`config.mk`:
```
export PLATFORM = sky130hd
export DESIGN_NAME = instr_encoder
export DESIGN_NICKNAME = d
export VERILOG_FILES = /design/src/rtl/instr_encoder.sv
export SDC_FILE = /design/constraint.sdc
export NUM_CORES = 1
export LEC_CHECK = 0
export CORE_UTILIZATION = 38
export DETAILED_ROUTE_END_ITERATION = 12
export MAX_ROUTING_LAYER = met4
export PLACE_DENSITY = 0.74
export SYNTH_ARGS = -nofsm -noshare
export SYNTH_HDL_FRONTEND = slang
export SYNTH_SLANG_ARGS = --single-unit
```
`constraint.sdc`:
```
create_clock -name clk -period 2.05 [get_ports clk]
set_input_delay 0.5125 -clock clk [delete_from_list [all_inputs] [get_ports clk]]
set_output_delay 0.5125 -clock clk [all_outputs]
set_load 0.05 [all_outputs]
```
`src/rtl/instr_encoder.sv`:
```
// instr_encoder
// Packs decoded instruction descriptors into 32-bit RV32I/RVX10 instruction
// words and streams them to consecutive instruction-memory word addresses.
// It is the inverse of the ID-stage opcode decoder and is used to fill the
// instruction memory before the core runs.
//
// Ports:
//   clk, reset      clock and synchronous active-low reset
//   clear           synchronous restart of the fill sequence
//   in_valid/ready  descriptor handshake
//   in_cls..in_imm  descriptor fields (class, registers, functs, immediate)
//   wr_en/ready     registered write port to instruction memory
//   wr_addr/data    word address and encoded instruction
//   count, full     descriptors accepted and memory-full flag
//   err, err_addr   sticky immediate-range error and first offending address
module instr_encoder #(
  parameter int IMEM_DEPTH = 64,
  parameter int ADDR_W     = $clog2(IMEM_DEPTH)
) (
  input  logic              clk,
  input  logic              reset,
  input  logic              clear,
  input  logic              in_valid,
  output logic              in_ready,
  input  logic [2:0]        in_cls,
  input  logic [4:0]        in_rd,
  input  logic [4:0]        in_rs1,
  input  logic [4:0]        in_rs2,
  input  logic [2:0]        in_funct3,
  input  logic [6:0]        in_funct7,
  input  logic [31:0]       in_imm,
  output logic              wr_en,
  input  logic              wr_ready,
  output logic [ADDR_W-1:0] wr_addr,
  output logic [31:0]       wr_data,
  output logic [ADDR_W:0]   count,
  output logic              full,
  output logic              err,
  output logic [ADDR_W-1:0] err_addr
);

  localparam logic [2:0] CLS_LOAD    = 3'd0;
  localparam logic [2:0] CLS_STORE   = 3'd1;
  localparam logic [2:0] CLS_RTYPE   = 3'd2;
  localparam logic [2:0] CLS_ITYPE   = 3'd3;
  localparam logic [2:0] CLS_BRANCH  = 3'd4;
  localparam logic [2:0] CLS_JAL     = 3'd5;
  localparam logic [2:0] CLS_JALR    = 3'd6;
  localparam logic [2:0] CLS_CUSTOM0 = 3'd7;

  localparam logic [6:0] OP_LOAD    = 7'b0000011;
  localparam logic [6:0] OP_STORE   = 7'b0100011;
  localparam logic [6:0] OP_RTYPE   = 7'b0110011;
  localparam logic [6:0] OP_ITYPE   = 7'b0010011;
  localparam logic [6:0] OP_BRANCH  = 7'b1100011;
  localparam logic [6:0] OP_JAL     = 7'b1101111;
  localparam logic [6:0] OP_JALR    = 7'b1100111;
  localparam logic [6:0] OP_CUSTOM0 = 7'b0001011;

  localparam logic [ADDR_W:0] DEPTH_CNT = (ADDR_W+1)'(IMEM_DEPTH);
  localparam logic [ADDR_W:0] CNT_ONE   = {{ADDR_W{1'b0}}, 1'b1};

  logic        accept;
  logic        is_shift;
  logic        fits12;
  logic        fits_shamt;
  logic        fits_branch;
  logic        fits_jal;
  logic        imm_bad;
  logic [31:0] enc_word;

  // The output register may take a new word when it is empty or its current
  // word is leaving this cycle; clear and reset both block acceptance.
  assign full     = (count == DEPTH_CNT);
  assign in_ready = reset && !full && (!wr_en || wr_ready) && !clear;
  assign accept   = in_valid && in_ready;

  // A value fits an N-bit signed field when all bits above N-1 equal the
  // sign bit, i.e. they are all ones or all zeros.
  assign is_shift    = (in_funct3 == 3'b001) || (in_funct3 == 3'b101);
  assign fits12      = (&in_imm[31:11]) || !(|in_imm[31:11]);
  assign fits_shamt  = !(|in_imm[31:5]);
  assign fits_branch = ((&in_imm[31:12]) || !(|in_imm[31:12])) && !in_imm[0];
  assign fits_jal    = ((&in_imm[31:20]) || !(|in_imm[31:20])) && !in_imm[0];

  always_comb begin
    enc_word = '0;
    imm_bad  = 1'b0;
    case (in_cls)
      CLS_LOAD: begin
        enc_word = {in_imm[11:0], in_rs1, in_funct3, in_rd, OP_LOAD};
        imm_bad  = !fits12;
      end
      CLS_STORE: begin
        enc_word = {in_imm[11:5], in_rs2, in_rs1, in_funct3, in_imm[4:0], OP_STORE};
        imm_bad  = !fits12;
      end
      CLS_RTYPE: begin
        enc_word = {in_funct7, in_rs2, in_rs1, in_funct3, in_rd, OP_RTYPE};
      end
      CLS_ITYPE: begin
        // Shift-immediates carry funct7 in the upper bits and a 5-bit shamt.
        if (is_shift) begin
          enc_word = {in_funct7, in_imm[4:0], in_rs1, in_funct3, in_rd, OP_ITYPE};
          imm_bad  = !fits_shamt;
        end else begin
          enc_word = {in_imm[11:0], in_rs1, in_funct3, in_rd, OP_ITYPE};
          imm_bad  = !fits12;
        end
      end
      CLS_BRANCH: begin
        enc_word = {in_imm[12], in_imm[10:5], in_rs2, in_rs1, in_funct3,
                    in_imm[4:1], in_imm[11], OP_BRANCH};
        imm_bad  = !fits_branch;
      end
      CLS_JAL: begin
        enc_word = {in_imm[20], in_imm[10:1], in_imm[11], in_imm[19:12], in_rd, OP_JAL};
        imm_bad  = !fits_jal;
      end
      CLS_JALR: begin
        enc_word = {in_imm[11:0], in_rs1, 3'b000, in_rd, OP_JALR};
        imm_bad  = !fits12;
      end
      CLS_CUSTOM0: begin
        enc_word = {in_funct7, in_rs2, in_rs1, in_funct3, in_rd, OP_CUSTOM0};
      end
      default: begin
        enc_word = '0;
        imm_bad  = 1'b0;
      end
    endcase
  end

  // Output register and fill bookkeeping. An accepted word always replaces
  // the register contents (the old word, if any, is leaving this cycle);
  // otherwise the register empties once memory takes the word.
  always_ff @(posedge clk) begin
    if (!reset) begin
      wr_en    <= 1'b0;
      wr_addr  <= '0;
      wr_data  <= '0;
      count    <= '0;
      err      <= 1'b0;
      err_addr <= '0;
    end else if (clear) begin
      wr_en    <= 1'b0;
      count    <= '0;
      err      <= 1'b0;
      err_addr <= '0;
    end else if (accept) begin
      wr_en   <= 1'b1;
      wr_addr <= count[ADDR_W-1:0];
      wr_data <= enc_word;
      count   <= count + CNT_ONE;
      if (imm_bad) begin
        err <= 1'b1;
        if (!err) begin
          err_addr <= count[ADDR_W-1:0];
        end
      end
    end else if (wr_ready) begin
      wr_en <= 1'b0;
    end
  end

endmodule
```
=== Yosys cells after proc, flatten, opt, wreduce, memory -nomap -nowiden ===
Index checks and enable logic that the tools add are counted.

* Register bits: 53
* Word-level logic and storage cells: 61
* Output and inout port bits: 55

* Eq/ne operators: 10
* Bitwise operators: 3
* Mux-type cells: 6
* $add $sub $neg: 1
* Reduce and logical (&&, ||, !) cells: 35

{| class="wikitable"
|+ Operators by type and width
! kind !! number
|-
| 32-bit case mux with 8 select lines || 1
|-
| 32-bit two-way mux || 1
|-
| 27-bit OR reduction || 1
|-
| 21-bit AND reduction || 1
|-
| 21-bit OR reduction || 1
|-
| 20-bit AND reduction || 1
|-
| 20-bit OR reduction || 1
|-
| 3-bit == test, second input constant || 5
|-
| 12-bit AND reduction || 1
|-
| 12-bit OR reduction || 1
|-
| 1-bit logical NOT || 10
|-
| 7-bit by 1-bit adder with 7-bit output, second input constant || 1
|-
| 7-bit == test, second input constant || 1
|-
| 3-bit by 1-bit == test with 1-bit output, second input constant || 2
|-
| 3-bit by 2-bit == test with 1-bit output, second input constant || 2
|-
| 1-bit logical AND || 6
|-
| 1-bit logical OR || 5
|-
| 1-bit case mux with 4 select lines || 1
|-
| 2-bit AND reduction || 2
|-
| 3-bit logical NOT || 1
|-
| 1-bit two-way mux || 3
|-
| 1-bit inverter || 3
|-
| 3-bit AND reduction || 1
|-
| 3-bit OR reduction || 1
|-
| other kinds (2) || 2
|}

=== Depth between registers and ports, before layout ===
* Word-level depth: 7
* Gate-level depth with buffers: 10

=== Worst setup path after synthesis ===
Ideal clock, no wire load.

* Kind: reg2reg
* Start: reg count[0]
* End: reg err_addr[4]
* Path buffers: 0
* Data required time: 1,978 ps
* Arrival: 3,711 ps
* Cell stages (with the launch flop): 9
* Slack: -1,734 ps
* Cells stage by stage: dfxtp_1 inv_1 ha_1 and2_1 and2_1 nor3_1 nand2_1 a2111oi_4 mux2i_1

* Longest elaborated chain between the ends: 7

{| class="wikitable"
|+ RTL lines
! element !! line !! RTL
|-
| start, declared || 36 || <nowiki>output logic [ADDR_W:0] count,</nowiki>
|-
| start signal, assigned || 154 || <nowiki>count <= count + CNT_ONE;</nowiki>
|-
| 7-bit == test || 74 || <nowiki>assign full = (count == DEPTH_CNT);</nowiki>
|-
| named net full || 37 || <nowiki>output logic full,</nowiki>
|-
| 1-bit logical NOT || 75 || <nowiki>assign in_ready = reset && !full && (!wr_en || wr_ready) && !clear;</nowiki>
|-
| 1-bit logical AND (3 in series) || 75 ||
|-
| named net in_ready || 24 || <nowiki>output logic in_ready,</nowiki>
|-
| 1-bit logical AND || 76 || <nowiki>assign accept = in_valid && in_ready;</nowiki>
|-
| 3-bit AND reduction (no source line) || -- ||
|-
| end signal, assigned || 158 || <nowiki>err_addr <= count[ADDR_W-1:0];</nowiki>
|-
| end, declared || 39 || <nowiki>output logic [ADDR_W-1:0] err_addr</nowiki>
|}

The timed path passes the listed nets, and every way through them passes these cells.
A chain may end at the register's enable or synchronous reset.

=== Worst setup path after layout ===
* Start: reg count[2]
* End: out in_ready

* Longest elaborated chain between the ends: 5

{| class="wikitable"
|+ RTL lines
! element !! line
|-
| 7-bit == test || 74
|-
| 1-bit logical NOT || 75
|-
| 1-bit logical AND (3 in series) || 75
|-
| end, declared || 24
|}

Every way passes these cells.

==> results.sh <==
export IMPL_diodes=0
export IMPL_synth_nets=374
export IMPL_status="finished, violations left"
export IMPL_cp_startpoint="count[2]"
export IMPL_area_sequential_um2=1050
export IMPL_clk_latency_ns=0.32
export IMPL_start_util_pct=39.8
export IMPL_irDropWorstVdd_uv=344
export IMPL_ys_types=42
export IMPL_drtAntennaViolNets=0
export IMPL_die_h_um=86.8
export IMPL_fin_nets=541
export IMPL_p_per_area_nw_per_um2=494
export IMPL_cts_root_buf="clkbuf_8"
export IMPL_drive_gt1_share_pct=23.6
export IMPL_synth_edf_count=0
export IMPL_path_class="reg2out"
export IMPL_yosysTopAreaCellShare_pct=38.1
export IMPL_antenna_found_initial=0
export IMPL_cts_tree="built"
export IMPL_multi_input_area_um2=1600
export IMPL_period_share_pct=102
export IMPL_die_area_um2=7540
export IMPL_fin_worst_skew_ns=0.0143
export IMPL_placed_area_um2=4370
export IMPL_worst_path_buf_inv=3
export IMPL_r2r_start="count[0]"
export IMPL_final_cell_area_um2=4660
export IMPL_grt_overflow_total=0
export IMPL_drv_cap=0
export IMPL_grt_pass1_vias=2794
export IMPL_worstPathCellList="nor4_2 > buf_4 > and2_4 > nor3_4 > buf_6 > buf_12"
export IMPL_hp_class="reg2reg"
export IMPL_async_flop_share_pct=0
export IMPL_num_vias=2909
export IMPL_coreArea_um2=6870
export IMPL_sequentialPowerShare_pct=45.8
export IMPL_synth_main_ff_cell="dfxtp_1"
export IMPL_r2r_cells=10
export IMPL_viasPerCell=5.09
export IMPL_p_sw_w=0.000716
export IMPL_p_leak_nw=2.32
export IMPL_maxSlewViolCount=0
export IMPL_clk_path_buf_depth=2
export IMPL_path_delay_family="simple AND/OR/NAND/NOR gates"
export IMPL_drt_initial_drc_count=89
export IMPL_synth_warnings=0
export IMPL_violations="setup timing"
export IMPL_finalSetupTns_ns=-0.0314
export IMPL_setup_violations=1
export IMPL_remaining_drc_errors=0
export IMPL_synth_seq_cells=52
export IMPL_postSynthAreaPerCell_um2=8.91
export IMPL_cp_arrival_ns=1.57
export IMPL_final_cells=571
export IMPL_num_io_pins=120
export IMPL_grt_pass1_wl_um=13300
export IMPL_layout_setup_ws_ns=-0.0314
export IMPL_io_buffers=119
export IMPL_period_minus_slack_ns=2.08
export IMPL_preCtsSetupSlack_ns=-0.620
export IMPL_postSynthCellCount=307
export IMPL_grt_max_degree=39
export IMPL_synth_seq_area_share_pct=38.1
export IMPL_area_delta_synth_final_pct=70.4
export IMPL_placedCellCount=552
export IMPL_clock_sinks=52
export IMPL_crit_cells=6
export IMPL_r2r_end="wr_data[31]"
export IMPL_wl_per_cell_um=15.0
export IMPL_rsz0062_at_grt="yes"
export IMPL_finalWeightedCongestion=0.851
export IMPL_cts_buffers=5
export IMPL_slowest_delay_ns=0.37
export IMPL_critPathLaunchType="flip-flop"
export IMPL_grt_usage_pct=23.3
export IMPL_final_core_util_pct=67.8
export IMPL_cpMaxStageDelayCell="dfxtp_2"
export IMPL_r2r_slack_ns=0.05
export IMPL_htree_levels=2
export IMPL_rows=30
export IMPL_synth_common_cells="dfxtp_1 (52), nand2_1 (52), mux2i_1 (20)"
export IMPL_cp_endpoint="in_ready"
export IMPL_worst_path_max_fanout=6
export IMPL_fillers=569
export IMPL_hpwlAfterDp_um=6460
export IMPL_die_w_um=86.8
export IMPL_clk_pin_slew_ns=0.11
export IMPL_p_int_w=0.00159
export IMPL_yosys_top_cells_area="dfxtp_1 (38%), mux2i_1 (7.3%), nand2_1 (7.1%)"
export IMPL_critPathRequiredTime_ns=1.54
export IMPL_drtPass1Iterations=4
export IMPL_fmax_ghz=0.480
export IMPL_slew_headroom_pct=64.2
export IMPL_cp_end_kind="output port"
export IMPL_yosysTopAreaCell="dfxtp_1"
export IMPL_tightest_slew_ns=0.535
export IMPL_min_delay_start="wr_data[3]"
export IMPL_finalHoldViolCount=0
export IMPL_swShare_pct=31.1
export IMPL_pwr_share_comb_pct=26.7
export IMPL_wirelength_um=8580
export IMPL_clock_power_share_pct=27.5
export IMPL_post_synth_instance_area_um2=2730
==> worst min-delay path by stage <==
stage,to,cells after the start
after global routing,wr_data[3],2
after detailed placement,wr_data[20],2
after floorplan,count[0],2
after global placement,wr_data[2],2
final,wr_data[3],2
after CTS,wr_data[20],2
==> power groups by stage <==
stage / clock, W / combinational [W] / sequential (W)
2_1_floorplan: 0 / 0.000199 / 0.00119
3_3_place_gp: 0 / 0.000602 / 0.00108
3_5_place_dp: 0 / 0.000609 / 0.00108
4_1_cts: 0.000652 / 0.000608 / 0.00106
5_1_grt: 0.000694 / 0.000653 / 0.00106
6_report: 0.000633 / 0.000616 / 0.00106
==> final cells by class <==
type | instances | area share [%]
sequential | 52 | 22.6
timing repair buffer | 182 | 37.4
tap | 96 | 2.58
inverter | 13 | 1.05
multi-input combinational | 220 | 34.3
clock buffer | 5 | 1.48
clock inverter | 3 | 0.564
==> per-layer routing <==
metal | track usage, % | up-vias | wire, um
met2 | 38.5 | 110 | 4220
met1 | 28.1 | 1347 | 3670
met5 | - | - | 0
met3 | 4.38 | 21 | 443
met4 | 9.09 | 0 | 237
li1 | - | 1431 | -
==> state kept, by name (all words and copies together), names as in the netlist <==
signal    cells
err_addr      6
wr_addr       6
wr_data      31
count         7
wr_en         1
err           1
==> worst reg2reg max path: stages (launching register included) <==
cell and delay (ns):
dfxtp_4 0.36, inv_2 0.04, ha_2 0.17, and2_4 0.15, buf_4 0.14, a2111oi_4 0.32
buf_4 0.21, buf_6 0.12, o21ai_0 0.10, a221oi_1 0.23, nor2_1 0.06
==> cells in the final DEF (no fill, tap or decap), types with 11 or more instances in the layout <==
| cell type | synthesis | final |
|---|---|---|
| dfxtp_1 | 52 | 46 |
| clkdlybuf4s50_1 | 0 | 66 |
| buf_4 | 4 | 60 |
| nand2_1 | 52 | 51 |
| a21boi_0 | 13 | 12 |
| o211a_1 | 19 | 19 |
| dlygate4sd2_1 | 0 | 17 |
| nor2_1 | 16 | 15 |
| inv_1 | 13 | 11 |
| mux2i_1 | 20 | 19 |
| dlymetal6s2s_1 | 0 | 24 |
==> cells by family after synthesis <==
family	count (synthesis)	share of synthesized area, %
adders and majority gates	2	0.915
DFF	52	38.1
AOI/OAI and AO/OA	67	21.9
buffers and inverters	35	6.18
xor gates and xnor gates	9	2.88
muxes	21	7.73
and+or+nand+nor	121	22.3
==> per-stage QoR <==
step	total power, W	hold slack (ns)
2_1_floorplan	0.00138	0.556
3_3_place_gp	0.00168	0.450
3_5_place_dp	0.00169	0.456
4_1_cts	0.00232	0.470
5_1_grt	0.00241	0.493
6_report	0.00230	0.459
==> repair_timing <==
item                       in CTS  in global routing
buffers inserted                8                  3
pin swaps                       7                  9
gates cloned                    0                  1
gates resized for setup        31                 42
hold buffers                    0                  0
setup endpoints to repair      26                 53
Power figures use the tool's default switching activity.
